`config.mk`:
```
export PLATFORM = sky130hd
export DESIGN_NAME = dmem_access_ctrl
export DESIGN_NICKNAME = d
export VERILOG_FILES = /design/src/rtl/dmem_pkg.sv /design/src/rtl/dmem_lane_align.sv /design/src/rtl/dmem_access_ctrl.sv
export SDC_FILE = /design/constraint.sdc
export NUM_CORES = 1
export LEC_CHECK = 0
export BUFFER_PORTS_ARGS = -buffer_cell sky130_fd_sc_hd__buf_2
export CAP_MARGIN = 20
export CORE_MARGIN = 3
export CORE_UTILIZATION = 46
export CTS_BUF_LIST = sky130_fd_sc_hd__clkbuf_4
export CTS_CLUSTER_SIZE = 28
export DETAILED_ROUTE_END_ITERATION = 16
export MAX_ROUTING_LAYER = met4
export PLACE_DENSITY = 0.74
export SLEW_MARGIN = 30
export SYNTH_ARGS = -nofsm -noshare
export SYNTH_HDL_FRONTEND = slang
export SYNTH_HIERARCHICAL = 1
export SYNTH_SLANG_ARGS = --single-unit
```
`constraint.sdc`:
```
create_clock -name clk -period 4.2 [get_ports clk]
set_input_delay 0.84 -clock clk [delete_from_list [all_inputs] [get_ports clk]]
set_output_delay 0.84 -clock clk [all_outputs]
set_load 0.02 [all_outputs]
```
`src/rtl/dmem_pkg.sv`:
```
// Shared definitions for the data-memory access controller: RV32I load/store
// funct3 codes, the controller state type and the request legality check.
package dmem_pkg;

  localparam logic [2:0] F3_B  = 3'b000;
  localparam logic [2:0] F3_H  = 3'b001;
  localparam logic [2:0] F3_W  = 3'b010;
  localparam logic [2:0] F3_BU = 3'b100;
  localparam logic [2:0] F3_HU = 3'b101;

  typedef enum logic [1:0] {
    IDLE = 2'd0,
    RD   = 2'd1,
    WR   = 2'd2,
    RESP = 2'd3
  } dmem_state_t;

  // A request is legal when its funct3 exists for its direction and the
  // address is naturally aligned for the access size.
  function automatic logic req_legal(input logic       write,
                                     input logic [2:0] funct3,
                                     input logic [1:0] lane);
    logic ok;
    ok = 1'b0;
    case (funct3)
      F3_B:    ok = 1'b1;
      F3_H:    ok = ~lane[0];
      F3_W:    ok = (lane == 2'b00);
      F3_BU:   ok = ~write;
      F3_HU:   ok = ~write & ~lane[0];
      default: ok = 1'b0;
    endcase
    return ok;
  endfunction

endpackage

```
`src/rtl/dmem_lane_align.sv`:
```
// Byte-lane alignment for word-wide memory: extracts sign/zero-extended load
// data from a word and merges sub-word store data into a word.
module dmem_lane_align
  import dmem_pkg::*;
(
  input  logic [31:0] word,
  input  logic [31:0] wdata,
  input  logic [2:0]  funct3,
  input  logic [1:0]  lane,
  output logic [31:0] rdata,
  output logic [31:0] merged
);

  logic [7:0]  sel_byte;
  logic [15:0] sel_half;

  assign sel_byte = word[{lane, 3'b000} +: 8];
  assign sel_half = word[{lane[1], 4'b0000} +: 16];

  // Load extraction: pick the addressed byte/half and extend it.
  always_comb begin
    rdata = word;
    case (funct3)
      F3_B:    rdata = {{24{sel_byte[7]}}, sel_byte};
      F3_BU:   rdata = {24'b0, sel_byte};
      F3_H:    rdata = {{16{sel_half[15]}}, sel_half};
      F3_HU:   rdata = {16'b0, sel_half};
      default: rdata = word;
    endcase
  end

  // Store merge: overlay the store data onto the previously read word.
  always_comb begin
    merged = word;
    case (funct3)
      F3_B:    merged[{lane, 3'b000} +: 8]     = wdata[7:0];
      F3_H:    merged[{lane[1], 4'b0000} +: 16] = wdata[15:0];
      default: merged = wdata;
    endcase
  end

endmodule

```
`src/rtl/dmem_access_ctrl.sv`:
```
// Load/store sequencer between the execute stage and a word-wide data memory.
// One request in flight; sub-word stores are done as read-modify-write and
// illegal or misaligned requests complete with an error without touching memory.
//
//  state | meaning
//  IDLE  | ready for a request
//  RD    | memory read of the latched word address (loads, SB/SH)
//  WR    | single-cycle memory write (SW, or merged SB/SH word)
//  RESP  | rsp_valid pulse; result held in rsp_rdata/rsp_error
module dmem_access_ctrl
  import dmem_pkg::*;
#(
  parameter int ADDR_WIDTH   = 32,
  parameter bit MEM_WORD_IDX = 1'b1
) (
  input  logic                  clk,
  input  logic                  reset,
  input  logic                  req_valid,
  output logic                  req_ready,
  input  logic                  req_write,
  input  logic [2:0]            req_funct3,
  input  logic [ADDR_WIDTH-1:0] req_addr,
  input  logic [31:0]           req_wdata,
  output logic                  rsp_valid,
  output logic [31:0]           rsp_rdata,
  output logic                  rsp_error,
  output logic                  mem_write_enable,
  output logic [ADDR_WIDTH-1:0] mem_addr,
  output logic [31:0]           mem_write_data,
  input  logic [31:0]           mem_read_data
);

  dmem_state_t           state_q, state_d;
  logic                  lat_write;
  logic [2:0]            lat_f3;
  logic [ADDR_WIDTH-1:0] lat_addr;
  logic [31:0]           lat_wdata;
  logic [31:0]           word_q;
  logic [31:0]           rdata_q;
  logic                  err_q;
  logic                  accept;
  logic                  legal;
  logic [31:0]           align_word;
  logic [31:0]           align_rdata;
  logic [31:0]           align_merged;
  logic [ADDR_WIDTH-1:0] lat_mem_addr;

  assign req_ready = (state_q == IDLE) & ~reset;
  assign accept    = req_valid & req_ready;
  assign legal     = req_legal(req_write, req_funct3, req_addr[1:0]);

  // During RD the live memory word feeds extraction; in WR the sampled word feeds the merge.
  assign align_word = (state_q == RD) ? mem_read_data : word_q;

  dmem_lane_align u_align (
    .word   (align_word),
    .wdata  (lat_wdata),
    .funct3 (lat_f3),
    .lane   (lat_addr[1:0]),
    .rdata  (align_rdata),
    .merged (align_merged)
  );

  assign lat_mem_addr = MEM_WORD_IDX ? {2'b00, lat_addr[ADDR_WIDTH-1:2]}
                                     : {lat_addr[ADDR_WIDTH-1:2], 2'b00};

  assign rsp_valid        = (state_q == RESP);
  assign rsp_rdata        = rdata_q;
  assign rsp_error        = rsp_valid & err_q;
  assign mem_write_enable = (state_q == WR);
  assign mem_addr         = ((state_q == RD) || (state_q == WR)) ? lat_mem_addr : '0;
  assign mem_write_data   = (state_q == WR) ? align_merged : 32'b0;

  // State register.
  always_ff @(posedge clk or posedge reset) begin
    if (reset) state_q <= IDLE;
    else       state_q <= state_d;
  end

  // Next-state decode.
  always_comb begin
    state_d = state_q;
    case (state_q)
      IDLE: begin
        if (accept) begin
          if (!legal)                              state_d = RESP;
          else if (req_write && req_funct3 == F3_W) state_d = WR;
          else                                     state_d = RD;
        end
      end
      RD:      state_d = lat_write ? WR : RESP;
      WR:      state_d = RESP;
      RESP:    state_d = IDLE;
      default: state_d = IDLE;
    endcase
  end

  // Request latch and read-word sample.
  always_ff @(posedge clk or posedge reset) begin
    if (reset) begin
      lat_write <= 1'b0;
      lat_f3    <= 3'b0;
      lat_addr  <= '0;
      lat_wdata <= 32'b0;
      word_q    <= 32'b0;
    end else begin
      if (accept) begin
        lat_write <= req_write;
        lat_f3    <= req_funct3;
        lat_addr  <= req_addr;
        lat_wdata <= req_wdata;
      end
      if (state_q == RD) word_q <= mem_read_data;
    end
  end

  // Response registers, loaded on the transition into RESP and held afterwards.
  always_ff @(posedge clk or posedge reset) begin
    if (reset) begin
      rdata_q <= 32'b0;
      err_q   <= 1'b0;
    end else begin
      case (state_q)
        IDLE: begin
          if (accept && !legal) begin
            rdata_q <= 32'b0;
            err_q   <= 1'b1;
          end
        end
        RD: begin
          if (!lat_write) begin
            rdata_q <= align_rdata;
            err_q   <= 1'b0;
          end
        end
        WR: begin
          rdata_q <= 32'b0;
          err_q   <= 1'b0;
        end
        default: ;
      endcase
    end
  end

endmodule

```
==> results.ini, run 1 <==
[outcome]
outcome=complete, no violations

[timing]
finalSetupViolations=0
period_share_pct=92.0
fin_skew_ps=16.3
hold_viol=0
rsz0062_at_grt=no
relSlewSlack_pct=38.4
final.setup.tns_ps=0
slew_viol_final=0
fmax_ghz=0.259
worst_slew_pin_slew_ps=920
holdWs_ps=414
fin_crit_ps=3860

[die]
ios=203
start_util_pct=47.6
die_h_microns=135
die_x_microns=135
fp-row-count=46
dieArea_sq_um=18200
core_area_sq_um=16100

[critical_path]
worstReg2RegStart=state_q[1]$_DFFE_PP0P_
crit_type=register to output port
crit_fanout=50
cp-start-kind=register
worstPathArrival_ps=3020
setup.worst_path.start=lat_addr[1]$_DFFE_PP0N_
r2r-end=rsp_rdata[27]$_DFFE_PP0P_
worstSetupEndpointType=output port
reg2reg_depth=10
critPathRequiredTime_ps=3360
r2r_setup_slack_ps=1050

[placed_design]
dp_hpwl_microns=16300
port_buffers=200
gp_congestion=0.891

[clocking]
postCtsSetupBuffers=0
clk_path_buf_depth=2
numCtsBuffers=17
ctsResizeCount=0
tritoncts=built
ctsRootBufferMaster=clkbuf_4
htreeDepth=4
holdBufCountCts=0
clkTransAtPathRegs_ps=120
clock_latency_ps=550
cts.sinks=135

[routing]
wirelength_microns=22600
drtPass1Iterations=9
via_per_inst=5.77
vias=6649
final_antenna_net_count=0
drtIter0Drc=705
wl_per_cell_microns=19.6
route.detailed.drc=0

[final_layout]
final_cell_mix=buf_2 (200), dfrtp_1 (134), mux2_2 (86), nand2_1 (67), and2_1 (64)
area_growth_pct=18.5
nets=1035
drive_above_1_share_pct=38.1
layout_commonest_cell=buf_2

[logic_synthesis]
synth-seq-cells=135
synth_cell_types=54
synthesis.area_sq_um=7640
syn_avg_cell_area_sq_um=10.2
ys_warn_count=6
synth_edf_count=0
netlist_instances=746
ys_seq_area_share_pct=44.2
async_flop_share_pct=100
synth_ff_type=dfrtp_1

[power_and_ir_drop]
ir_drop_v=0.000447
powerDensity_nw_per_um2=906
power.switching_mw=3.92
power.share.sequential_pct=27.6
p_leak_nw=4.34
sw_frac_of_total_pct=47.8
p_clk_share_pct=10.7
combPwrFrac_pct=61.7
p_int_mw=4.28

[grt]
grt_overflow=0
grt_pass1_wl_microns=35700
grtUsageTotal_pct=25.9
grt_max_degree=55
first_global_vias=6761
antenna_found_initial=3

[min_path]
holdCritPathClass=primary input to async pin

[job]
max_cap_violations=0

[worst max path at each step]
stage	end	slack [ps]	depth (start not counted)
after CTS	mem_write_data[7]	130	10
after detailed placement	mem_write_data[26]	780	8
after global routing	mem_write_data[18]	90	7
after global placement	mem_write_data[7]	860	10
after floorplan	mem_write_data[26]	960	9
final	mem_write_data[18]	340	7
[state kept, by name (all words and copies together), names as in the netlist]
name / cells
rsp_rdata: 32
lat_write: 1
state_q: 2
lat_f3: 3
lat_addr: 32
err_q: 1
lat_wdata: 32
word_q: 32
[critical path, cell delays in order, from the launching register on]
cell	delay, ps
dfrtp_1	370
buf_4	450
nand2_1	210
nor2_1	740
a22oi_1	220
o211ai_2	140
and2_1	150
buf_2	160
[cell families after synthesis]
logic type,after synthesis,share of synthesized area [%]
flip-flops,135,44.2
AND/OR/NAND/NOR,246,16.7
AO/OA/AOI/OAI,159,15.8
multiplexers,112,16.6
buffers and inverters,83,5.00
other,1,0.0491
adder cells (fa/ha/maj),10,1.64
[Yosys cell counts, types with 5 or more instances]
library cell	instances	area, sq um
buf_6	5	56.3
o22ai_1	36	225
mux2_1	20	225
clkbuf_1	28	105
and2_1	64	400
o31ai_1	7	52.6
a21oi_1	19	95.1
a31o_2	8	70.1
inv_1	22	82.6
dfrtp_1	135	3380
a221o_1	7	70.1
a22oi_1	11	82.6
buf_2	20	100
mux2_2	86	968
buf_1	5	18.8
o211ai_2	7	87.6
nand2_1	69	259
o2bb2ai_1	32	280
nand3_1	39	195
mux2i_1	5	50.1
o21ai_0	12	60.1
nand2b_1	29	181
nor2_1	22	82.6
ha_1	10	125
[metal layers]
layer,global-route usage [%],routed length [microns]
met5,-,0
met1,32.3,9360
met4,8.48,513
met2,41.1,10900
met3,6.86,1840
[final cells by class]
class / instances / area (sq um)
antenna: 3 / 7.51
clock buffer: 19 / 143
clock inverter: 12 / 135
fill: 1442 / 7010
inverter: 23 / 90.1
multi-input combinational: 529 / 3900
sequential: 135 / 3380
tap: 216 / 270
timing repair buffer: 216 / 1120
[metrics by stage]
stage	instances	power [mW]	instance area (sq um)	setup slack, ps	utilization (%)
after floorplan	747	5.86	7640	960	-
after global placement	1119	7.16	8750	858	54.5
after detailed placement	1119	7.24	8750	785	54.5
after CTS	1150	8.15	9030	133	56.2
after global routing	1153	8.76	9050	86.8	56.4
final	1153	8.20	9050	336	56.4
[power groups by stage]
stage | registers (mW) | clock network [mW] | logic [mW]
4_1_cts | 2.25 | 0.899 | 5.00
6_report | 2.26 | 0.879 | 5.06
3_5_place_dp | 2.27 | 0 | 4.96
2_1_floorplan | 2.18 | 0 | 3.69
3_3_place_gp | 2.25 | 0 | 4.90
5_1_grt | 2.33 | 0.956 | 5.48
(Power assumes the default switching activity.)
==> run 2: changes to the inputs <==
BUFFER_PORTS_ARGS = -buffer_cell sky130_fd_sc_hd__clkbuf_2   (was -buffer_cell sky130_fd_sc_hd__buf_2)
PLACE_DENSITY = default   (was 0.74)
PLACE_DENSITY_LB_ADDON = 0.08   (was default)
==> results.ini, run 2 (synthesized netlist as in run 1, its figures left out) <==
[outcome]
outcome=complete, no violations  ; unchanged

[critical_path]
worstReg2RegStart=state_q[1]$_DFFE_PP0P_  ; unchanged
crit_buf_inv=2  ; unchanged
r2r-end=rsp_rdata[21]$_DFFE_PP0P_  ; was rsp_rdata[27]$_DFFE_PP0P_
worstPathArrival_ps=3100  ; was 3020 ps
max_stage_delay_ps=540  ; was 740 ps
reg2reg_depth=10  ; unchanged
critPathRequiredTime_ps=3360  ; about the same
setup.worst_path.start=lat_f3[0]$_DFFE_PP0N_  ; was lat_addr[1]$_DFFE_PP0N_
crit_chain=buf_4, nor2b_1, nand4b_1, o22ai_1, a221o_1, and2_1, clkbuf_2  ; was buf_4, nand2_1, nor2_1, a22oi_1, o211ai_2, and2_1, buf_2
critPathTopFamily=simple AND/OR/NAND/NOR gates  ; unchanged
crit_type=register to output port  ; unchanged
r2r_setup_slack_ps=1100  ; was 1050 ps
worstSetupEndpointType=output port  ; unchanged
crit_fanout=19  ; was 50
crit_slowest_cell=dfrtp_1  ; was nor2_1
cp-start-kind=register  ; unchanged

[timing]
hold_viol=0  ; unchanged
period_share_pct=93.9  ; was 92.0%
rsz0062_at_grt=no  ; unchanged
fin_crit_ps=3940  ; was 3860 ps
relSlewSlack_pct=41.7  ; was 38.4%
worst_slew_pin_slew_ps=871  ; was 920 ps
layout_setup_ws_ps=257  ; was 336 ps
fmax_ghz=0.254  ; was 0.259 GHz
finalSetupViolations=0  ; unchanged
fin_skew_ps=14.8  ; was 16.3 ps
final.setup.tns_ps=0  ; unchanged
slew_viol_final=0  ; unchanged

[clocking]
numCtsBuffers=17  ; unchanged
clock_latency_ps=530  ; was 550 ps
clk_path_buf_depth=2  ; unchanged
cts.sinks=135  ; unchanged
ctsRootBufferMaster=clkbuf_4  ; unchanged
holdBufCountCts=0  ; unchanged
tritoncts=built  ; unchanged
postCtsSetupBuffers=0  ; unchanged
htreeDepth=4  ; unchanged
clkTransAtPathRegs_ps=130  ; was 120 ps

[power_and_ir_drop]
ir_drop_v=0.000479  ; was 0.000447 V
powerDensity_nw_per_um2=908  ; was 906 nW/um^2
p_leak_nw=4.30  ; was 4.34 nW

[routing]
wirelength_microns=22000  ; was 22,600 microns
wl_met2_microns=10500  ; was 10,900 microns
met3_length_microns=1330  ; was 1840 microns
via_per_inst=5.64  ; was 5.77
drtIter0Drc=490  ; was 705
route.detailed.drc=0  ; unchanged
vias=6468  ; was 6,649
top_layer=met4  ; unchanged
drtPass1Iterations=5  ; was 9
drt-met1-wl_microns=9650  ; was 9360 microns
final_antenna_net_count=0  ; unchanged
wl_per_cell_microns=19.2  ; was 19.6 microns

[die]
ios=203  ; unchanged
core_area_sq_um=16100  ; unchanged
fp-row-count=46  ; unchanged
dieArea_sq_um=18200  ; unchanged
die_h_microns=135  ; unchanged
start_util_pct=47.6  ; unchanged
die_x_microns=135  ; unchanged

[final_layout]
drive_above_1_share_pct=38.1  ; about the same
final_util_pct=56.5  ; was 56.4%
layout_commonest_cell=clkbuf_2  ; was buf_2
fillers=1487  ; was 1,442
fin_cells=1146  ; was 1,153
nets=1029  ; was 1,035
final_cell_mix=clkbuf_2 (200), dfrtp_1 (135), mux2_2 (86), nand2_1 (67), and2_1 (64)  ; was buf_2 (200), dfrtp_1 (134), mux2_2 (86), nand2_1 (67), and2_1 (64)
area_growth_pct=18.7  ; was 18.5%
stdcell_area_sq_um=9070  ; was 9050 sq um

[min_path]
min_to=lat_wdata[7]$_DFFE_PP0N_
worstHoldPathCells=2
holdCritPathClass=primary input to register  ; was primary input to async pin
hp-start=req_wdata[7]

[grt]
first_global_vias=6620  ; was 6,761
grt_overflow=0  ; unchanged
antenna_found_initial=1  ; was 3
grt_pass1_wl_microns=34800  ; was 35,700 microns
grt_max_degree=81  ; was 55
grtUsageTotal_pct=25.0  ; was 25.9%

[placed_design]
gp_congestion=0.936  ; was 0.891
dp_hpwl_microns=15900  ; was 16,300 microns
dp_cells=1113  ; was 1,119
preCtsSetupSlack_ps=815  ; was 785 ps
postPlaceCellArea_sq_um=8730  ; was 8750 sq um
port_buffers=200  ; unchanged

[job]
max_cap_violations=0  ; unchanged

-- run 2: stage by stage --
stage	hold slack (ps)	power, mW
floorplan	465	5.86
global placement	476	7.13
detailed placement	472	7.23
CTS	450	8.24
global route	447	8.85
finish	495	8.23
-- run 2: worst max path at each step --
stage | slack, ps | cells after the start | to
after detailed placement | 820 | 8 | mem_write_data[26]
after floorplan | 960 | 9 | mem_write_data[26]
after global routing | 100 | 7 | mem_write_data[31]
after CTS | 190 | 8 | mem_write_data[26]
final | 260 | 7 | mem_write_data[31]
after global placement | 910 | 8 | mem_write_data[26]
-- run 2: area by class of cell --
class	instances	area, sq um	share of cell area, %
Clock buffer	17	128	1.41
Inverter	23	90.1	0.993
Sequential cell	135	3380	37.3
Timing Repair Buffer	210	1090	12.0
Clock inverter	15	199	2.19
Antenna cell	1	2.50	0.0276
Multi-Input combinational cell	529	3910	43.1
Tap cell	216	270	2.98
-- run 2: worst register-to-register path, cell delays in order (launching register included) --
cell and delay [ps]:
dfrtp_1 450, inv_1 160, ha_4 370, buf_12 270
mux2_2 390, mux4_2 480, nor2b_4 160, a31oi_4 410
nand2_1 110, nand3_1 110, o2bb2ai_1 80
-- run 2: routing by layer --
metal	vias to the layer above	global-route usage, %
met2	263	39.7
li1	3011	-
met5	-	-
met1	3157	32.5
met3	37	5.18
met4	0	7.35
-- run 2: repair_timing --
item,in CTS,in global routing
resized for setup,0,1
endpoints found under the setup margin,0,1
hold endpoints to repair,0,0
-- run 2: power by group --
group,internal [mW],leakage [nW],switching (mW),total (mW)
registers,1.86,1.66,0.394,2.26
clock network,0.474,0.164,0.522,0.996
logic,1.98,2.47,3.01,4.98
total,4.31,4.30,3.92,8.23
